<file path="src/rtl/crc8_rx_checker_pkg.sv">
// ============================================================================
// Module   : crc8_rx_checker_pkg
// Brief    : Shared state encoding and CRC-8 (x^8+x^2+x+1) constants.
// Revision : 1.0 - initial release
// ============================================================================
`default_nettype none

package crc8_rx_checker_pkg;

  typedef enum logic [0:0] {
    S_IDLE = 1'b0,
    S_HOLD = 1'b1
  } state_t;

  localparam logic [7:0] c_CRC8_POLY    = 8'h07;
  localparam logic [7:0] c_CRC8_RESIDUE = 8'h00;

endpackage

`default_nettype wire

</file>
<file path="src/rtl/crc8_rx_checker_crc8.sv">
// ============================================================================
// Module   : crc8_rx_checker_crc8
// Brief    : Combinational one-byte CRC-8 update, MSB first, poly 0x07.
// Revision : 1.0 - initial release
// ============================================================================
`default_nettype none

module crc8_rx_checker_crc8
  import crc8_rx_checker_pkg::*;
(
  input  logic [7:0] i_crc,
  input  logic [7:0] i_data,
  output logic [7:0] o_crc
);

  logic [7:0] w_c;

  always_comb begin
    w_c = i_crc ^ i_data;
    for (int i = 0; i < 8; i++) begin
      w_c = w_c[7] ? ((w_c << 1) ^ c_CRC8_POLY) : (w_c << 1);
    end
  end

  assign o_crc = w_c;

endmodule

`default_nettype wire

</file>
<file path="config.mk">
export PLATFORM = sky130hd
export DESIGN_NAME = crc8_rx_checker_crc8
export DESIGN_NICKNAME = d
export VERILOG_FILES = /design/src/rtl/crc8_rx_checker_pkg.sv /design/src/rtl/crc8_rx_checker_crc8.sv
export SDC_FILE = /design/constraint.sdc
export NUM_CORES = 1
export LEC_CHECK = 0
export BUFFER_PORTS_ARGS = -buffer_cell sky130_fd_sc_hd__clkbuf_2
export CORE_AREA = 4 4 41 43
export DETAILED_ROUTE_END_ITERATION = 7
export DIE_AREA = 0 0 45 47
export MAX_ROUTING_LAYER = met4
export PLACE_DENSITY_LB_ADDON = 0.3
export SLEW_MARGIN = 20
export SYNTH_ARGS = -nofsm -noshare
export SYNTH_HDL_FRONTEND = slang
export SYNTH_SLANG_ARGS = --single-unit
</file>
<file path="constraint.sdc">
create_clock -name vclk -period 1.7
set_input_delay 0.34 -clock vclk [all_inputs]
set_output_delay 0.34 -clock vclk [all_outputs]
set_load 0.02 [all_outputs]
</file>
=== Word level (Yosys, flattened, before mapping) ===
Index checks and enable logic that the tools add are counted.

* Input bits: 16
* Memories kept: 0
* RAM bits: 0
* Bits in read-only memories: 0
* Bits in registers: 0
* Output and inout bits: 8
* Bits in latches: 0
* Word-level logic and storage cells: 17

* Multipliers: 0
* $lt $le $gt $ge: 0
* Reductions and logical operators: 0
* Equality and inequality tests: 0
* Shift-type cells: 0
* Div/mod/pow operators: 0
* Add/sub/neg operators: 0
* Bitwise operators: 9
* Mux-type cells: 8

{| class="wikitable"
|+ Operators by type and width
! kind !! number
|-
| 3-bit 2-to-1 mux || 8
|-
| 3-bit inverter || 8
|-
| 8-bit bitwise XOR || 1
|}

=== Depth between registers and ports, before layout ===
Gate-level depths: netlist of run 1.

* Word-level depth: 17
* Depth in mapped cells: 3
* Mapped depth without buffers: 3

=== Worst setup path after synthesis of run 1 ===
Ideal clock, no wire load.

* Path type: input to output
* Start: input port i_data[6]
* End: output port o_crc[1]
* Stages: 3
* Data required time: 1.360 ns
* Data arrival time: 1.495 ns
* Path buffers: 0
* Slack: -0.135 ns
* Path through: xnor2_1 xnor3_2 xnor2_1

* Longest elaborated chain between the ends: 3

{| class="wikitable"
|+ Ends and longest elaborated chain
! what !! RTL line !! RTL
|-
| from (decl) || crc8_rx_checker_crc8.sv:12 || <nowiki>input logic [7:0] i_data,</nowiki>
|-
| 8-bit bitwise XOR || crc8_rx_checker_crc8.sv:19 || <nowiki>w_c = i_crc ^ i_data;</nowiki>
|-
| 3-bit 2-to-1 mux (2 in series) || crc8_rx_checker_crc8.sv:21 || <nowiki>w_c = w_c[7] ? ((w_c << 1) ^ c_CRC8_POLY) : (w_c << 1);</nowiki>
|-
| to (decl) || crc8_rx_checker_crc8.sv:13 || <nowiki>output logic [7:0] o_crc</nowiki>
|}

No other way between the ends.

=== Worst setup path after layout of run 1 ===
* Start: input port i_data[0]
* End: output port o_crc[2]

* Longest elaborated chain between the ends: 6

{| class="wikitable"
|+ Ends and longest elaborated chain
! what !! RTL line
|-
| 8-bit bitwise XOR * || crc8_rx_checker_crc8.sv:19
|-
| 3-bit inverter (no source line) || n/a
|-
| 3-bit 2-to-1 mux * || crc8_rx_checker_crc8.sv:21
|-
| 3-bit inverter (no source line) || n/a
|-
| 3-bit 2-to-1 mux * (2 in series) || crc8_rx_checker_crc8.sv:21
|}

Mark *: on every way between the ends. The rest lies on a longest branch, timed or not.

==> results.sh, run 1 <==
export IMPL_fin_cells=67
export IMPL_violations="setup timing"
export IMPL_cp_slowest_cell="xnor3_2"
export IMPL_area_delta_synth_final_pct=144
export IMPL_globalplace_congestion=0.655
export IMPL_ys_seq_area_frac=0
export IMPL_synth_xor_area_share=1.00
export IMPL_synthTopCellsByCount="xnor2_1, xor2_1, xnor3_2"
export IMPL_overflow=0
export IMPL_finalSetupTns_ps=-177
export IMPL_syn_nets=36
export IMPL_crit_path_max_fanout=3
export IMPL_fmax_mhz=560
export IMPL_wire_per_inst_um=9.18
export IMPL_grt_first_pass_wirelength_um=910
export IMPL_rows=13
export IMPL_intPower_mw=0.249
export IMPL_synth_compound_area_frac=0
export IMPL_pin_count=24
export IMPL_firstDrtPassIters=1
export IMPL_seq_area_um2=0
export IMPL_synth_most_common_cell="xnor2_1"
export IMPL_hold_end="o_crc[4]"
export IMPL_yosys_cell_types_count=4
export IMPL_power_frac_seq=0
export IMPL_yosys_area_share_simple=0
export IMPL_grt_max_degree=4
export IMPL_synth_area_mux_share=0
export IMPL_drv_cap=0
export IMPL_ctsHoldBuffers=0
export IMPL_crit_arrival_ps=1450
export IMPL_hp_start="i_data[2]"
export IMPL_wl_um=615
export IMPL_initial_utilization=0.163
export IMPL_synth_top_area_frac=0.494
export IMPL_power_per_cell_area_nw_per_um2=906
export IMPL_fp_dieH_um=47
export IMPL_drtIter0Drc=0
export IMPL_place_hpwl_um=522
export IMPL_path_class="primary input to output pin"
export IMPL_vias_per_cell=3.72
export IMPL_vias=249
export IMPL_synthTopCellsByArea="xnor2_1, xnor3_2, xor2_1"
export IMPL_grt_usage=0.0562
export IMPL_synth_top_family_by_area="XOR/XNOR gates"
export IMPL_synthAdderAreaFrac=0
export IMPL_yosys_area_top_type="xnor2_1"
export IMPL_nClkBuffers=0
export IMPL_dieWidth_um=45
export IMPL_post_route_min_period_ps=1790
export IMPL_synth_area_um2=213
export IMPL_synth_cells=20
export IMPL_cp_end_kind="output pin"
export IMPL_pre_cts_slack_ps=-134
export IMPL_worstMarginPinSlew_ps=310
export IMPL_coreArea_um2=1300
export IMPL_post_route_util=0.399
export IMPL_port_buffers=24
export IMPL_finalInstanceArea_um2=519
export IMPL_place_area_um2=427
export IMPL_status="finished with violations"
export IMPL_switching_share=0.471
export IMPL_rsz0062_at_grt="yes"
export IMPL_diodes=0
export IMPL_finalHoldViolCount=0
export IMPL_drv_slew=0
export IMPL_placed_cells=66
export IMPL_fin_ws_ps=-85.7
export IMPL_p_comb_frac=1.000
export IMPL_nets=70
export IMPL_worstHoldPathCells=5
export IMPL_dieArea_um2=2120
export IMPL_slew_headroom=0.792
export IMPL_cp_slowest_stage_delay_ps=510
export IMPL_power_mw=0.470
export IMPL_power_leakage_nw=0.280
export IMPL_worstSetupStartpointType="primary input"
export IMPL_ir_drop_mv=0.277
export IMPL_synth_avg_cell_area_um2=10.6
export IMPL_hold_path_class="primary input to output pin"
export IMPL_finalSetupViolations=3
export IMPL_layout_drive_gt1_share=0.865
export IMPL_holdWs_ps=1200
export IMPL_p_switching_mw=0.222
export IMPL_fin_crit_sh=1.05
export IMPL_antenna_found_initial=0
export IMPL_yosys_warnings=0
export IMPL_crit_chain="clkbuf_2 > xor2_1 > xnor3_2 > xnor2_2 > clkbuf_8"
export IMPL_required_ps=1360
export IMPL_seq_cells=0
export IMPL_pwr_share_clk=0
export IMPL_drcViolationCount=0
export IMPL_antenna_left=0
export IMPL_grt_pass1_vias=236
## logic make-up (layout without fill, tap and decap cells)
| logic type | after synthesis | in the layout |
|---|---|---|
| xor+xnor | 20 | 20 |
| buf+inv | 0 | 32 |
## routing by layer
metal / vias to the layer above / wire, um / track usage / part of all wire
met2: 15 / 345 / 0.105 / 0.56
met5: - / 0 / - / 0
met3: 0 / 87 / 0.0115 / 0.14
li1: 124 / - / - / -
met4: 0 / 0 / 0 / 0
met1: 110 / 182 / 0.0658 / 0.30
## how the worst max path moves through the flow
stage                          from        to  slack (ps)  depth (start not counted)
after floorplan           i_data[7]  o_crc[1]         -30                          3
after global placement    i_data[7]  o_crc[3]        -140                          5
after detailed placement  i_data[7]  o_crc[2]        -130                          5
after CTS                  i_crc[2]  o_crc[2]        -100                          5
after global routing      i_data[0]  o_crc[2]        -140                          5
final                     i_data[0]  o_crc[2]         -90                          5
## power groups by stage
stage          registers, mW  clock network (mW)  logic (mW)
2_1_floorplan              0                   0       0.259
4_1_cts                    0                   0       0.457
3_3_place_gp               0                   0       0.387
3_5_place_dp               0                   0       0.389
6_report                   0                   0       0.470
5_1_grt                    0                   0       0.505
## cell type report
class / count / area, um^2
repair buffers: 32 / 213
fillers: 137 / 782
well taps: 15 / 18.8
multi-input cells: 20 / 288
## cells in the final DEF (no fill, tap or decap), drive strengths merged
master / count
xnor2: 12
xor2: 6
clkbuf: 23
buf: 9
xnor3: 2
## worst max-delay path, delay by kind of cell
family | cells | cell delay, ps
buf+inv | 2 | 260
xor+xnor | 3 | 860
## what timing repair did
item | in CTS | in global routing
buffers inserted | 0 | 1
setup endpoints to repair | 3 | 7
pin swaps | 5 | 3
gates resized for setup | 9 | 5
No activity file was read; power rests on OpenSTA's default activity.
==> run 2: changes to the inputs <==
--- a/config.mk
+++ b/config.mk
@@ -11,6 +11,7 @@
 export DIE_AREA = 0 0 45 47
 export MAX_ROUTING_LAYER = met4
 export PLACE_DENSITY_LB_ADDON = 0.3
+export REMOVE_ABC_BUFFERS = 1
 export SLEW_MARGIN = 20
 export SYNTH_ARGS = -nofsm -noshare
 export SYNTH_HDL_FRONTEND = slang
==> run 2 against run 1 <==
Effect of this change:
- the run still ends with setup timing left
- via count increased by 1.2%
- critical path depth unchanged
- hold slack improved by 31 ps
- cell count increased by 3.0%
- fmax increased by 2.5%
- worst setup slack improved by 43 ps
- clock-buffer cell count unchanged
- largest power group unchanged
==> results.sh, run 2 (synthesis gave the netlist of run 1 again) <==
export IMPL_status="finished with violations"
export IMPL_violations="setup timing"
export IMPL_crit_arrival_ps=1400
export IMPL_crit_family="XOR/XNOR gates"
export IMPL_power_mw=0.432
export IMPL_cp_slowest_stage_delay_ps=470
export IMPL_vias=252
export IMPL_slew_headroom=0.802
export IMPL_seq_area_um2=0
export IMPL_dieArea_um2=2120
export IMPL_finalSetupTns_ps=-108
export IMPL_nets=72
export IMPL_grt_first_pass_wirelength_um=807
export IMPL_crit_path_max_fanout=2
export IMPL_worstMarginPinSlew_ps=295
export IMPL_drtIter0Drc=0
export IMPL_worstSetupStartpointType="primary input"
export IMPL_fmax_mhz=574
export IMPL_pre_cts_slack_ps=-110
export IMPL_holdWs_ps=1230
export IMPL_place_area_um2=404
export IMPL_cp_slowest_cell="xnor3_2"
export IMPL_worst_path_buf_inv=2
export IMPL_wl_um=583
export IMPL_place_hpwl_um=502
export IMPL_multi_input_area_um2=262
export IMPL_fin_cells=69
export IMPL_power_leakage_nw=0.272
export IMPL_fp_dieH_um=47
export IMPL_hp_start="i_crc[3]"
export IMPL_ctsHoldBuffers=0
export IMPL_antenna_left=0
export IMPL_diodes=0
export IMPL_globalplace_congestion=0.578
export IMPL_crit_chain="buf_8 > xnor2_4 > xnor3_2 > xor2_1 > buf_4"
export IMPL_seq_cells=0
export IMPL_coreArea_um2=1300
export IMPL_fin_crit_sh=1.02
export IMPL_drv_slew=0
export IMPL_path_class="primary input to output pin"
export IMPL_final_cell_mix="clkbuf_2, buf_4, xnor2_1"
export IMPL_port_buffers=24
export IMPL_nClkBuffers=0
export IMPL_cp_end_kind="output pin"
export IMPL_grt_max_degree=4
export IMPL_layout_drive_gt1_share=0.778
export IMPL_power_per_cell_area_nw_per_um2=839
export IMPL_worstHoldPathCells=5
export IMPL_post_route_min_period_ps=1740
export IMPL_overflow=0
export IMPL_antenna_found_initial=0
export IMPL_finalSetupViolations=4
export IMPL_hold_path_class="primary input to output pin"
export IMPL_rsz0062_at_grt="yes"
export IMPL_grt_pass1_vias=215
export IMPL_vias_per_cell=3.65
export IMPL_firstDrtPassIters=1
export IMPL_wire_per_inst_um=8.45
export IMPL_placed_cells=66
export IMPL_drv_cap=0
export IMPL_finalHoldViolCount=0
export IMPL_pin_count=24
export IMPL_finalInstanceArea_um2=514
export IMPL_final_common_cell="clkbuf_2"
export IMPL_ir_drop_mv=0.458
export IMPL_area_delta_synth_final_pct=142
export IMPL_nFillCells=141
export IMPL_grt_usage=0.0482
export IMPL_post_route_util=0.395
export IMPL_initial_utilization=0.163
export IMPL_rows=13
export IMPL_dieWidth_um=45
export IMPL_fin_ws_ps=-42.4
export IMPL_drcViolationCount=0
export IMPL_required_ps=1360
export IMPL_hold_end="o_crc[3]"
[run 2: changes by cell type in the layout (fill, tap and decap cells not counted)]
cell / previous run / this run
clkbuf_2: 20 / 16
xnor2_2: 8 / 4
buf_4: 8 / 14
xor2_2: 3 / 1
xor2_1: 3 / 5
buf_6: 1 / 3
xnor2_1: 4 / 7
buf_8: 0 / 1
clkbuf_8: 3 / 0
xnor2_4: 0 / 1
[run 2: worst max-delay path by stage]
stage	startpoint	end	slack, ps	depth (start not counted)
floorplan	i_data[6]	o_crc[1]	-130	3
global placement	i_data[6]	o_crc[1]	-90	5
detailed placement	i_data[6]	o_crc[1]	-110	5
CTS	i_crc[0]	o_crc[1]	-60	5
global route	i_crc[7]	o_crc[1]	-80	6
finish	i_crc[2]	o_crc[3]	-40	5
[run 2: layout make-up]
cell class | instances | area share
multi-input cells | 20 | 0.509
repair buffers | 34 | 0.455
well taps | 15 | 0.0365
[run 2: where the power goes]
group	total [mW]	switching [mW]	leakage, nW	internal [mW]
sequential	0	0	0	0
clock	0	0	0	0
combinational	0.432	0.207	0.272	0.225
total	0.432	0.207	0.272	0.225
[run 2: metal layers]
layer,wire [um],share of wire,up-vias,global-route usage
met2,301,0.52,13,0.0960
met4,0,0,0,0
met5,0,0,-,-
met1,207,0.36,110,0.0548
met3,74,0.13,0,0.00383
li1,-,-,129,-
[run 2: what timing repair did]
item | in CTS | in global routing
gates resized for setup | 6 | 16
endpoints found under the setup margin | 5 | 4
buffers inserted | 0 | 3
pin swaps | 1 | 7
